===== src/rtl/medf_frame_ctrl.sv =====
// medf_frame_ctrl
// Frame-level controller that walks a 3x3 median filter across an image.
// For each output pixel it accepts one window from the window generator,
// launches the filter, waits for its done pulse (watchdog-bounded), and
// emits one output strobe. Row/column counters track the raster position.
//
// Optional build macro: MEDF_BORDER_BYPASS_EN
//   When defined, border pixels (first/last row, first/last column) bypass
//   the filter. The window centre pixel is copied straight to the output.
//   When undefined, every pixel goes through the filter and no border
//   decode exists.
module medf_frame_ctrl #(
    parameter int IMG_W   = 640,
    parameter int IMG_H   = 480,
    parameter int TIMEOUT = 15
) (
    input  logic       CLK,
    input  logic       RSTn,
    input  logic       start,
    input  logic       win_vld,
    output logic       win_rdy,
    input  logic [7:0] center_pix,
    output logic       medf_start,
    input  logic       medf_done,
    input  logic [7:0] medf_data,
    output logic       pix_out_vld,
    output logic [7:0] pix_out,
    output logic       busy,
    output logic       frame_done,
    output logic       err_tmo
);

    localparam int COL_W = (IMG_W > 1) ? $clog2(IMG_W) : 1;
    localparam int ROW_W = (IMG_H > 1) ? $clog2(IMG_H) : 1;
    localparam int WD_W  = (TIMEOUT > 0) ? $clog2(TIMEOUT + 1) : 1;

    localparam logic [COL_W-1:0] COL_LAST = COL_W'(IMG_W - 1);
    localparam logic [ROW_W-1:0] ROW_LAST = ROW_W'(IMG_H - 1);
    // The watchdog fires in the RUN cycle where the count equals TIMEOUT-1,
    // i.e. on the TIMEOUT-th consecutive RUN cycle without a done pulse.
    localparam logic [WD_W-1:0]  WD_LAST  = WD_W'(TIMEOUT - 1);

    typedef enum logic [1:0] {
        IDLE   = 2'd0,
        ACCEPT = 2'd1,
        RUN    = 2'd2,
        OUT    = 2'd3
    } state_t;

    state_t           r_state;
    state_t           w_state_nxt;

    logic [COL_W-1:0] r_col;
    logic [COL_W-1:0] w_col_nxt;
    logic [ROW_W-1:0] r_row;
    logic [ROW_W-1:0] w_row_nxt;
    logic [WD_W-1:0]  r_wdog;
    logic [WD_W-1:0]  w_wdog_nxt;
    logic [7:0]       r_pix;
    logic [7:0]       w_pix_nxt;
    logic             r_err;
    logic             w_err_nxt;

    logic             w_last_col;
    logic             w_last_row;
    logic             w_last_pix;
    logic             w_wdog_exp;

    assign w_last_col = (r_col == COL_LAST);
    assign w_last_row = (r_row == ROW_LAST);
    assign w_last_pix = w_last_col && w_last_row;
    assign w_wdog_exp = (r_wdog == WD_LAST);

`ifdef MEDF_BORDER_BYPASS_EN
    logic w_border;
    assign w_border = (r_row == '0) || w_last_row || (r_col == '0) || w_last_col;
`else
    // The centre pixel is only needed by the bypass path.
    logic w_unused_center;
    assign w_unused_center = &{1'b0, center_pix};
`endif

    // State and datapath registers; reset returns the block to a quiet idle.
    always_ff @(posedge CLK or negedge RSTn) begin
        if (!RSTn) begin
            r_state <= IDLE;
            r_col   <= '0;
            r_row   <= '0;
            r_wdog  <= '0;
            r_pix   <= 8'h00;
            r_err   <= 1'b0;
        end else begin
            r_state <= w_state_nxt;
            r_col   <= w_col_nxt;
            r_row   <= w_row_nxt;
            r_wdog  <= w_wdog_nxt;
            r_pix   <= w_pix_nxt;
            r_err   <= w_err_nxt;
        end
    end

    // Next-state, counter updates and per-state outputs.
    always_comb begin
        w_state_nxt = r_state;
        w_col_nxt   = r_col;
        w_row_nxt   = r_row;
        w_wdog_nxt  = '0;
        w_pix_nxt   = r_pix;
        w_err_nxt   = r_err;
        win_rdy     = 1'b0;
        medf_start  = 1'b0;
        pix_out_vld = 1'b0;
        frame_done  = 1'b0;

        case (r_state)
            IDLE: begin
                if (start) begin
                    w_state_nxt = ACCEPT;
                    w_col_nxt   = '0;
                    w_row_nxt   = '0;
                    w_err_nxt   = 1'b0;
                end
            end

            ACCEPT: begin
                win_rdy = 1'b1;
                if (win_vld) begin
`ifdef MEDF_BORDER_BYPASS_EN
                    if (w_border) begin
                        w_pix_nxt   = center_pix;
                        w_state_nxt = OUT;
                    end else begin
                        medf_start  = 1'b1;
                        w_state_nxt = RUN;
                    end
`else
                    medf_start  = 1'b1;
                    w_state_nxt = RUN;
`endif
                end
            end

            RUN: begin
                // A done pulse on the watchdog's final cycle still wins.
                if (medf_done) begin
                    w_pix_nxt   = medf_data;
                    w_state_nxt = OUT;
                end else if (w_wdog_exp) begin
                    w_err_nxt   = 1'b1;
                    w_pix_nxt   = 8'h00;
                    w_state_nxt = OUT;
                end else begin
                    w_wdog_nxt  = r_wdog + WD_W'(1);
                end
            end

            OUT: begin
                pix_out_vld = 1'b1;
                if (w_last_pix) begin
                    frame_done  = 1'b1;
                    w_col_nxt   = '0;
                    w_row_nxt   = '0;
                    w_state_nxt = IDLE;
                end else if (w_last_col) begin
                    w_col_nxt   = '0;
                    w_row_nxt   = r_row + ROW_W'(1);
                    w_state_nxt = ACCEPT;
                end else begin
                    w_col_nxt   = r_col + COL_W'(1);
                    w_state_nxt = ACCEPT;
                end
            end

            default: begin
                w_state_nxt = IDLE;
            end
        endcase
    end

    assign busy    = (r_state != IDLE);
    assign pix_out = r_pix;
    assign err_tmo = r_err;

endmodule


===== config.mk =====
export PLATFORM = sky130hd
export DESIGN_NAME = medf_frame_ctrl
export DESIGN_NICKNAME = d
export VERILOG_FILES = /design/src/rtl/medf_frame_ctrl.sv
export SDC_FILE = /design/constraint.sdc
export NUM_CORES = 1
export LEC_CHECK = 0
export BUFFER_PORTS_ARGS = -buffer_cell sky130_fd_sc_hd__buf_2
export CORE_MARGIN = 3
export CORE_UTILIZATION = 54
export CTS_CLUSTER_SIZE = 20
export DETAILED_ROUTE_END_ITERATION = 12
export PLACE_DENSITY = 0.78
export REMOVE_ABC_BUFFERS = 1
export SYNTH_ARGS = -nofsm -noshare
export SYNTH_HDL_FRONTEND = slang
export SYNTH_SLANG_ARGS = --single-unit

===== constraint.sdc =====
create_clock -name CLK -period 2.51 [get_ports CLK]
set_clock_uncertainty 0.1 [all_clocks]
set_input_delay 0 -clock CLK [delete_from_list [all_inputs] [get_ports CLK]]
set_output_delay 0 -clock CLK [all_outputs]
set_load 0.05 [all_outputs]

# After elaboration in Yosys (flattened, before gate mapping)
# Index checks and enable logic that the tools add are counted.
dict set report word_totals {
  ramBits 0
  mem_bits_ro 0
  reg_bits 34
  memories 0
  output_inout_bits 14
  latchBits 0
}
dict set report op_classes {
  eq_ne 12
  bitwise 0
  order_cmp 0
  n_shift 0
  n_div 0
  add_sub_neg 3
  n_mul 0
  mux 29
  reduce_logical 11
}
# op count
set ops {}
lappend ops {{$mux 10} 3}
lappend ops {{$mux 9} 3}
lappend ops {{$pmux 10 s2} 1}
lappend ops {{$pmux 9 s2} 1}
lappend ops {{$mux 8} 2}
lappend ops {{$mux 4} 3}
lappend ops {{$add 10x1->10 const B} 1}
lappend ops {{$eq 10x10->1 const B} 1}
lappend ops {{$mux 1} 10}
lappend ops {{$add 9x1->9 const B} 1}
lappend ops {{$eq 9x9->1 const B} 1}
lappend ops {{$mux 2} 4}
lappend ops {{$ne 2x2->1 const B} 4}
lappend ops {{$pmux 2 s4} 1}
lappend ops {{$reduce_bool 2->1} 4}
lappend ops {{$ne 3x3->1 const B} 2}
lappend ops {{$reduce_and 3->1} 2}
lappend ops {{$add 4x1->4 const B} 1}
lappend ops {{$eq 2x2->1 const B} 2}
lappend ops {{$eq 4x4->1 const B} 1}
lappend ops {{$reduce_and 2->1} 2}
lappend ops {{$reduce_and 4->1} 1}
lappend ops {{$eq 2x1->1 const B} 1}
lappend ops {{$logic_not 2->1} 1}
lappend ops {{other kinds (2)} 2}

# Logic depth before layout (Yosys ltp)
# Gate-level depths: netlist of the first run.
dict set report depth {
  word_depth 4
  mapped_depth 7
  ltp_nobuf 6
}

# Worst setup path before layout of the first run
# Ideal clock, no wire load.
dict set report synth_path {
  path_kind {flip-flop to output port}
  startpoint {register r_state[1]}
  endpoint {output port frame_done}
  path_buffers 0
  slack_ns 0.188
  arrival_time_ns 2.222
  path_stages_with_launch 4
  cell_sequence {dfrtp_1 -> ha_1 -> inv_1 -> nor3_1}
}
dict set report synth_via {
  elab_chain_cells 2
}
# item line
set synth_lines {}
lappend synth_lines {{from (decl)} 50} ;# state_t r_state;
lappend synth_lines {{from (signal assigned)} 93} ;# r_state <= w_state_nxt;
lappend synth_lines {{$eq 2x2->1} 115} ;# case (r_state)
lappend synth_lines {{$mux 1} 115}
lappend synth_lines {{to (decl)} 29} ;# output logic frame_done,
# No other way between the ends.

# Worst setup path after layout of the first run
dict set report layout_path {
  startpoint {register r_state[0]}
  endpoint {register r_row[7]}
}
dict set report layout_via {
  elab_chain_cells 3
  word_cells_on_any_way 7
}
# item line
set layout_lines {}
lappend layout_lines {{$eq 2x2->1 / $logic_not 2->1 (equally long branches)} 115}
lappend layout_lines {{$ne 3x3->1 (no source line), or another cell as far along} --}
lappend layout_lines {{$reduce_and 3->1 (no source line)} --}
lappend layout_lines {{to (signal assigned)} 95} ;# r_row <= w_row_nxt;
lappend layout_lines {{to (decl)} 55} ;# logic [ROW_W-1:0] r_row;
# Several ways; a longest one is shown, not always the timed one.
# A chain may end at the register's enable or synchronous reset.

==> flow_metrics.tcl, run 1 <==
set metrics [dict create \
    syn_area_um2 1770 \
    cts_sinks 34 \
    synth_fa_ha_area_frac 0.0635 \
    powerDensity_nw_per_um2 1030 \
    period_needed_ns 2.16 \
    die-area_um2 4010 \
    cts_root_buffer "clkbuf_4" \
    boundaryPins 35 \
    yosys.cell_types.count 40 \
    drc_errors 0 \
    yosys.area.top_type_share 0.480 \
    ys.flop_type "dfrtp_1" \
    tns_ns 0 \
    synthTopCellsByCount "dfrtp_1 (34), nor2_1 (12), nand2_1 (11)" \
    htreeDepth 2 \
    yosys.area.top_type "dfrtp_1" \
    via_per_inst 5.68 \
    clockBufferDepth 2 \
    critPathMaxStageDelay_ns 0.49 \
    vias 1453 \
    cts_tree "done" \
    grt_max_degree 35 \
    clk_latency_ns 0.35 \
    relSlewSlack 0.501 \
    slowest_stage "or4_1" \
    synthArstFlopShare 1.00 \
    cp.required_ns 2.68 \
    dp_hpwl_um 2500 \
    drv_slew 0 \
    synth-xor-area-share 0.0395 \
    post_cts_buffers 0 \
    path_class "flip-flop to flip-flop" \
    yosysSeqAreaShare 0.480 \
    synth_top_family_by_area "simple AND/OR/NAND/NOR gates" \
    track_usage 0.208 \
    startpoint_type "flip-flop" \
    syn_avg_cell_area_um2 10.5 \
    synth_compound_area_frac 0.178 \
    hp-class "input pin to asynchronous set/reset pin" \
    path_max_fanout 19 \
    synthMuxAreaShare 0.0141 \
    period_share 0.862 \
    clkTransAtPathRegs_ns 0.11 \
    synth_warnings 0 \
    p_leak_nw 1.01 \
    nets 241 \
    netlist_instances 169 \
    critPathArrivalTime_ns 2.33 \
    cts_resized 0 \
    port_buffers 26 \
    worstMarginPinSlew_ns 0.749 \
    path_buf_inv 1 \
    fmax_ghz 0.462 \
    path_cells "inv_1 -> ha_1 -> mux2_4 -> nand4_2 -> or4_1 -> a22oi_1" \
    peakVddDrop_mv 0.969 \
    cp_top_family "simple AND/OR/NAND/NOR gates" \
    finalHoldViolCount 0 \
    rsz0062_at_grt "no" \
    overflow 0 \
    grt_pass1_wl_um 6510 \
    cts_made_buffers 5 \
    synth.ff_latch_count 34 \
    detail-route-antenna-nets 0 \
    wl_per_cell_um 14.2 \
    gp_congestion 0.792 \
    setup_slack_ns 0.347 \
    cp-end-kind "flip-flop" \
    area_delta_synth_final_pct 20.7 \
    die_w_um 63.3 \
    routed_wl_um 3630 \
    synth-simple-area-share 0.199 \
    antennaDiodeCount 0 \
    grt_pass1_vias 1465 \
    synth.area.top_cells "dfrtp_1 (48%), ha_1 (6.4%), a22o_1 (4.0%), xor2_1 (3.5%), a22oi_1 (3.4%)" \
    maxCapViolCount 0 \
    synth_most_common_cell "dfrtp_1" \
    dieHeight_um 63.3 \
    drt_first_pass_iters 4 \
    drive_above_1_share 0.193 \
    initial_core_util 0.571 \
    fillers 261 \
    synth-edff-count 0 \
    rows 20 \
    antenna_found_initial 0 \
    setup_viol 0 \
    drtIter0Drc 56 \
    design.core.area_um2 3100 \
    status "finished, final reports clean" \
    place_ws_ns 0.348 \
]
-- area by class of cell --
cell class	instances	area (um2)	share of cell area
clock buffer	5	37.5	0.0175
clock inverter	3	40.0	0.0187
inverter	6	22.5	0.0105
multi-input combinational	125	876	0.409
sequential	34	851	0.398
tap	44	55.1	0.0257
timing repair buffer	39	258	0.120
-- kinds of logic after synthesis --
kind of cell    after synthesis
xor+xnor                      8
simple gates                 62
flops                        34
mux                           2
fa+ha+maj                     9
compound gates               44
buf+inv                      10
-- flip-flops by register name (all words and copies together) (netlist names) --
| name | count |
|---|---|
| err_tmo | 1 |
| pix_out | 8 |
| r_col | 10 |
| r_row | 9 |
| r_state | 2 |
| r_wdog | 4 |
-- metrics by stage --
step           std cells  hold slack (ns)  cell area [um2]  total power [mW]   util
2_1_floorplan        165           -0.396             1750              1.54      -
3_3_place_gp         236         -0.00215             1940              1.76  0.626
3_5_place_dp         236          0.00706             1940              1.81  0.626
4_1_cts              256            0.167             2140              2.21  0.690
5_1_grt              256            0.191             2140              2.37  0.690
6_report             256            0.144             2140              2.21  0.690
-- per-layer routing --
| metal | global-route usage | wire, um |
|---|---|---|
| met5 | 0 | 0 |
| met4 | 0.0566 | 61 |
| met3 | 0.0731 | 130 |
| met2 | 0.353 | 1790 |
| met1 | 0.251 | 1650 |
-- report_power, final --
part	switching (mW)	internal, mW
clock network	0.188	0.206
registers	0.0928	0.662
logic	0.757	0.302
total	1.04	1.17
-- worst paths after layout --
kind	start	to	slack [ns]	depth (start not counted)
min reg2reg	r_wdog[0]	r_wdog[0]	0.40	1
min in group CLK	medf_data[4]	pix_out[4]	0.29	3
min	RSTn	r_col[7]	0.14	2
max	r_state[0]	r_row[7]	0.35	6
max in group asynchronous	RSTn	r_row[4]	1.69	2
max reg2reg	r_state[0]	r_row[7]	0.35	6
-- cells in the final DEF, fill, tap and decap left out, drive strengths merged, types with 2 or more instances in the layout --
cell         instances
xor2                 7
nand3                7
a22o                 8
nand4                6
nor2                12
clkinv               2
dfrtp               34
and3                 3
and4                 2
or3                  5
ha                   9
buf                 27
nor2b                3
a21oi                5
or4                  4
inv                  6
a22oi                8
and2                 4
o31ai                6
clkbuf               5
o21ai               12
nand2               11
dlygate4sd3         12
-- what timing repair did --
item                       CTS  global route
setup endpoints to repair    0             0
hold buffers                12             0
hold endpoints to repair    50             0
No activity file was read; power rests on OpenSTA's default activity.
==> run 2: changes to the inputs <==
Settings changed: CORE_ASPECT_RATIO set to 1.5, SKIP_CTS_REPAIR_TIMING set to 1.
==> run 2 against run 1 <==
  * Via count is 1.2% higher
  * Combinational power hardly changed
  * The run now ends with hold timing left
  * Cell count is 3.1% lower
  * Non-clock buffer count is 3 lower
  * Sequential cell count stayed put
  * Global-route usage is 0.47 points higher
  * Hold slack worse by 0.15 ns
  * Sequential share of layout area is 0.14 points higher
  * Sequential power hardly changed
  * Routed wire length is 8.3% higher
  * Largest cell class unchanged
  * Largest power group unchanged
  * Critical path depth stayed put
==> flow_metrics.tcl, run 2 (synthesized netlist as in run 1, its figures left out) <==
set metrics [dict create \
    routed_wl_um 3930 \
    overflow 0 \
    whs_ns -0.00191 \
    cts_root_buffer "clkbuf_8" \
    initial_core_util 0.585 \
    die_w_um 52.8 \
    drt_first_pass_iters 4 \
    dieHeight_um 76.2 \
    via_per_inst 5.93 \
    clk_latency_ns 0.28 \
    gp_congestion 0.803 \
    cp-end-kind "flip-flop" \
    clockBufferDepth 2 \
    power.total_mw 2.32 \
    finalHoldViolCount 2 \
    path_max_fanout 19 \
    area_delta_synth_final_pct 20.3 \
    largest_reg_flops 10 \
    rows 24 \
    htreeDepth 2 \
    period_needed_ns 2.18 \
    setup_viol 0 \
    cp.required_ns 2.61 \
    wl_per_cell_um 15.8 \
    peakVddDrop_mv 0.949 \
    nets 238 \
    maxCapViolCount 0 \
    path_class "flip-flop to flip-flop" \
    violations "hold timing" \
    cts_sinks 34 \
    cts_tree "done" \
    fillers 235 \
    dpl_cell_area_um2 1940 \
    critPathArrivalTime_ns 2.28 \
    tns_ns 0 \
    drive_above_1_share 0.187 \
    cts_made_buffers 5 \
    setup_slack_ns 0.328 \
    grt_pass1_vias 1494 \
    grt_max_degree 35 \
    drc_errors 0 \
    final_cell_mix "dfrtp_1 (34), buf_2 (26), nor2_1 (12), nand2_1 (11), o21ai_0 (10)" \
    grt_pass1_wl_um 6500 \
    hp-class "input pin to flip-flop" \
    vias 1470 \
    place_ws_ns 0.356 \
    fin_util 0.703 \
    rsz0062_at_grt "no" \
    design.core.area_um2 3030 \
    boundaryPins 35 \
    track_usage 0.213 \
    antennaDiodeCount 0 \
    period_share 0.869 \
    relSlewSlack 0.507 \
    mostFrequentLayoutCell "dfrtp_1" \
    antenna_found_initial 0 \
    dp_hpwl_um 2630 \
    detail-route-antenna-nets 0 \
    top_register "r_col" \
    die-area_um2 4020 \
    status "finished with violations" \
    fmax_ghz 0.458 \
    port_buffers 26 \
    p_leak_nw 1.01 \
    drtIter0Drc 36 \
    startpoint_type "flip-flop" \
    powerDensity_nw_per_um2 1090 \
    clkTransAtPathRegs_ns 0.07 \
    worstMarginPinSlew_ns 0.740 \
    design_area_um2 2130 \
    drv_slew 0 \
]
-- run 2: cell count changes in the layout (fill, tap and decap cells not counted) --
cell / previous run / this run
clkbuf_1: 0 / 2
clkbuf_4: 5 / 0
clkbuf_8: 0 / 5
clkinv_2: 2 / 0
dlygate4sd3_1: 12 / 9
-- run 2: layer usage --
layer  global-route usage  vias to the layer above  routed length, um
met1                0.253                      716               1640
met3               0.0548                        7                174
met2                0.348                       46               2020
li1                     -                      701                  -
met5                    0                        -                  0
met4               0.0972                        0                 87
-- run 2: path summary, 6_finish.rpt --
kind / from / endpoint / slack, ns / cells after the start
max: r_state[0] / r_row[7] / 0.33 / 6
min: start / err_tmo / -0.002 / 3
max reg2reg: r_state[0] / r_row[7] / 0.33 / 6
min reg2reg: r_wdog[0] / r_wdog[0] / 0.40 / 1
max in group asynchronous: RSTn / pix_out[5] / 1.62 / 2
min in group asynchronous: RSTn / r_row[6] / 0.22 / 2
-- run 2: area by class of cell --
type	count	area, um2	area share
well taps	39	48.8	0.0229
clock inverters	1	30.0	0.0141
clock buffers	7	76.3	0.0358
multi-input cells	125	876	0.411
repair buffers	36	228	0.107
inverters	6	22.5	0.0106
flip-flops and latches	34	851	0.399
-- run 2: worst max-delay path, cell delays in order (launching register included) --
cell and delay, ns:
dfrtp_1 0.41, inv_1 0.16, ha_1 0.28, mux2_4 0.32, nand4_2 0.18, or4_1 0.49, a22oi_1 0.15
-- run 2: per-stage QoR --
stage / hold slack (ns) / std cells
floorplan: -0.396 / 165
global placement: -0.00757 / 231
detailed placement: 0.0175 / 231
CTS: -0.299 / 239
global route: 0.0148 / 248
finish: -0.00191 / 248
-- run 2: power by group --
| group | total [mW] | internal (mW) | switching (mW) | leakage [nW] |
|---|---|---|---|---|
| combinational | 1.08 | 0.301 | 0.774 | 0.500 |
| sequential | 0.757 | 0.663 | 0.0935 | 0.455 |
| clock | 0.490 | 0.297 | 0.193 | 0.0524 |
| total | 2.32 | 1.26 | 1.06 | 1.01 |
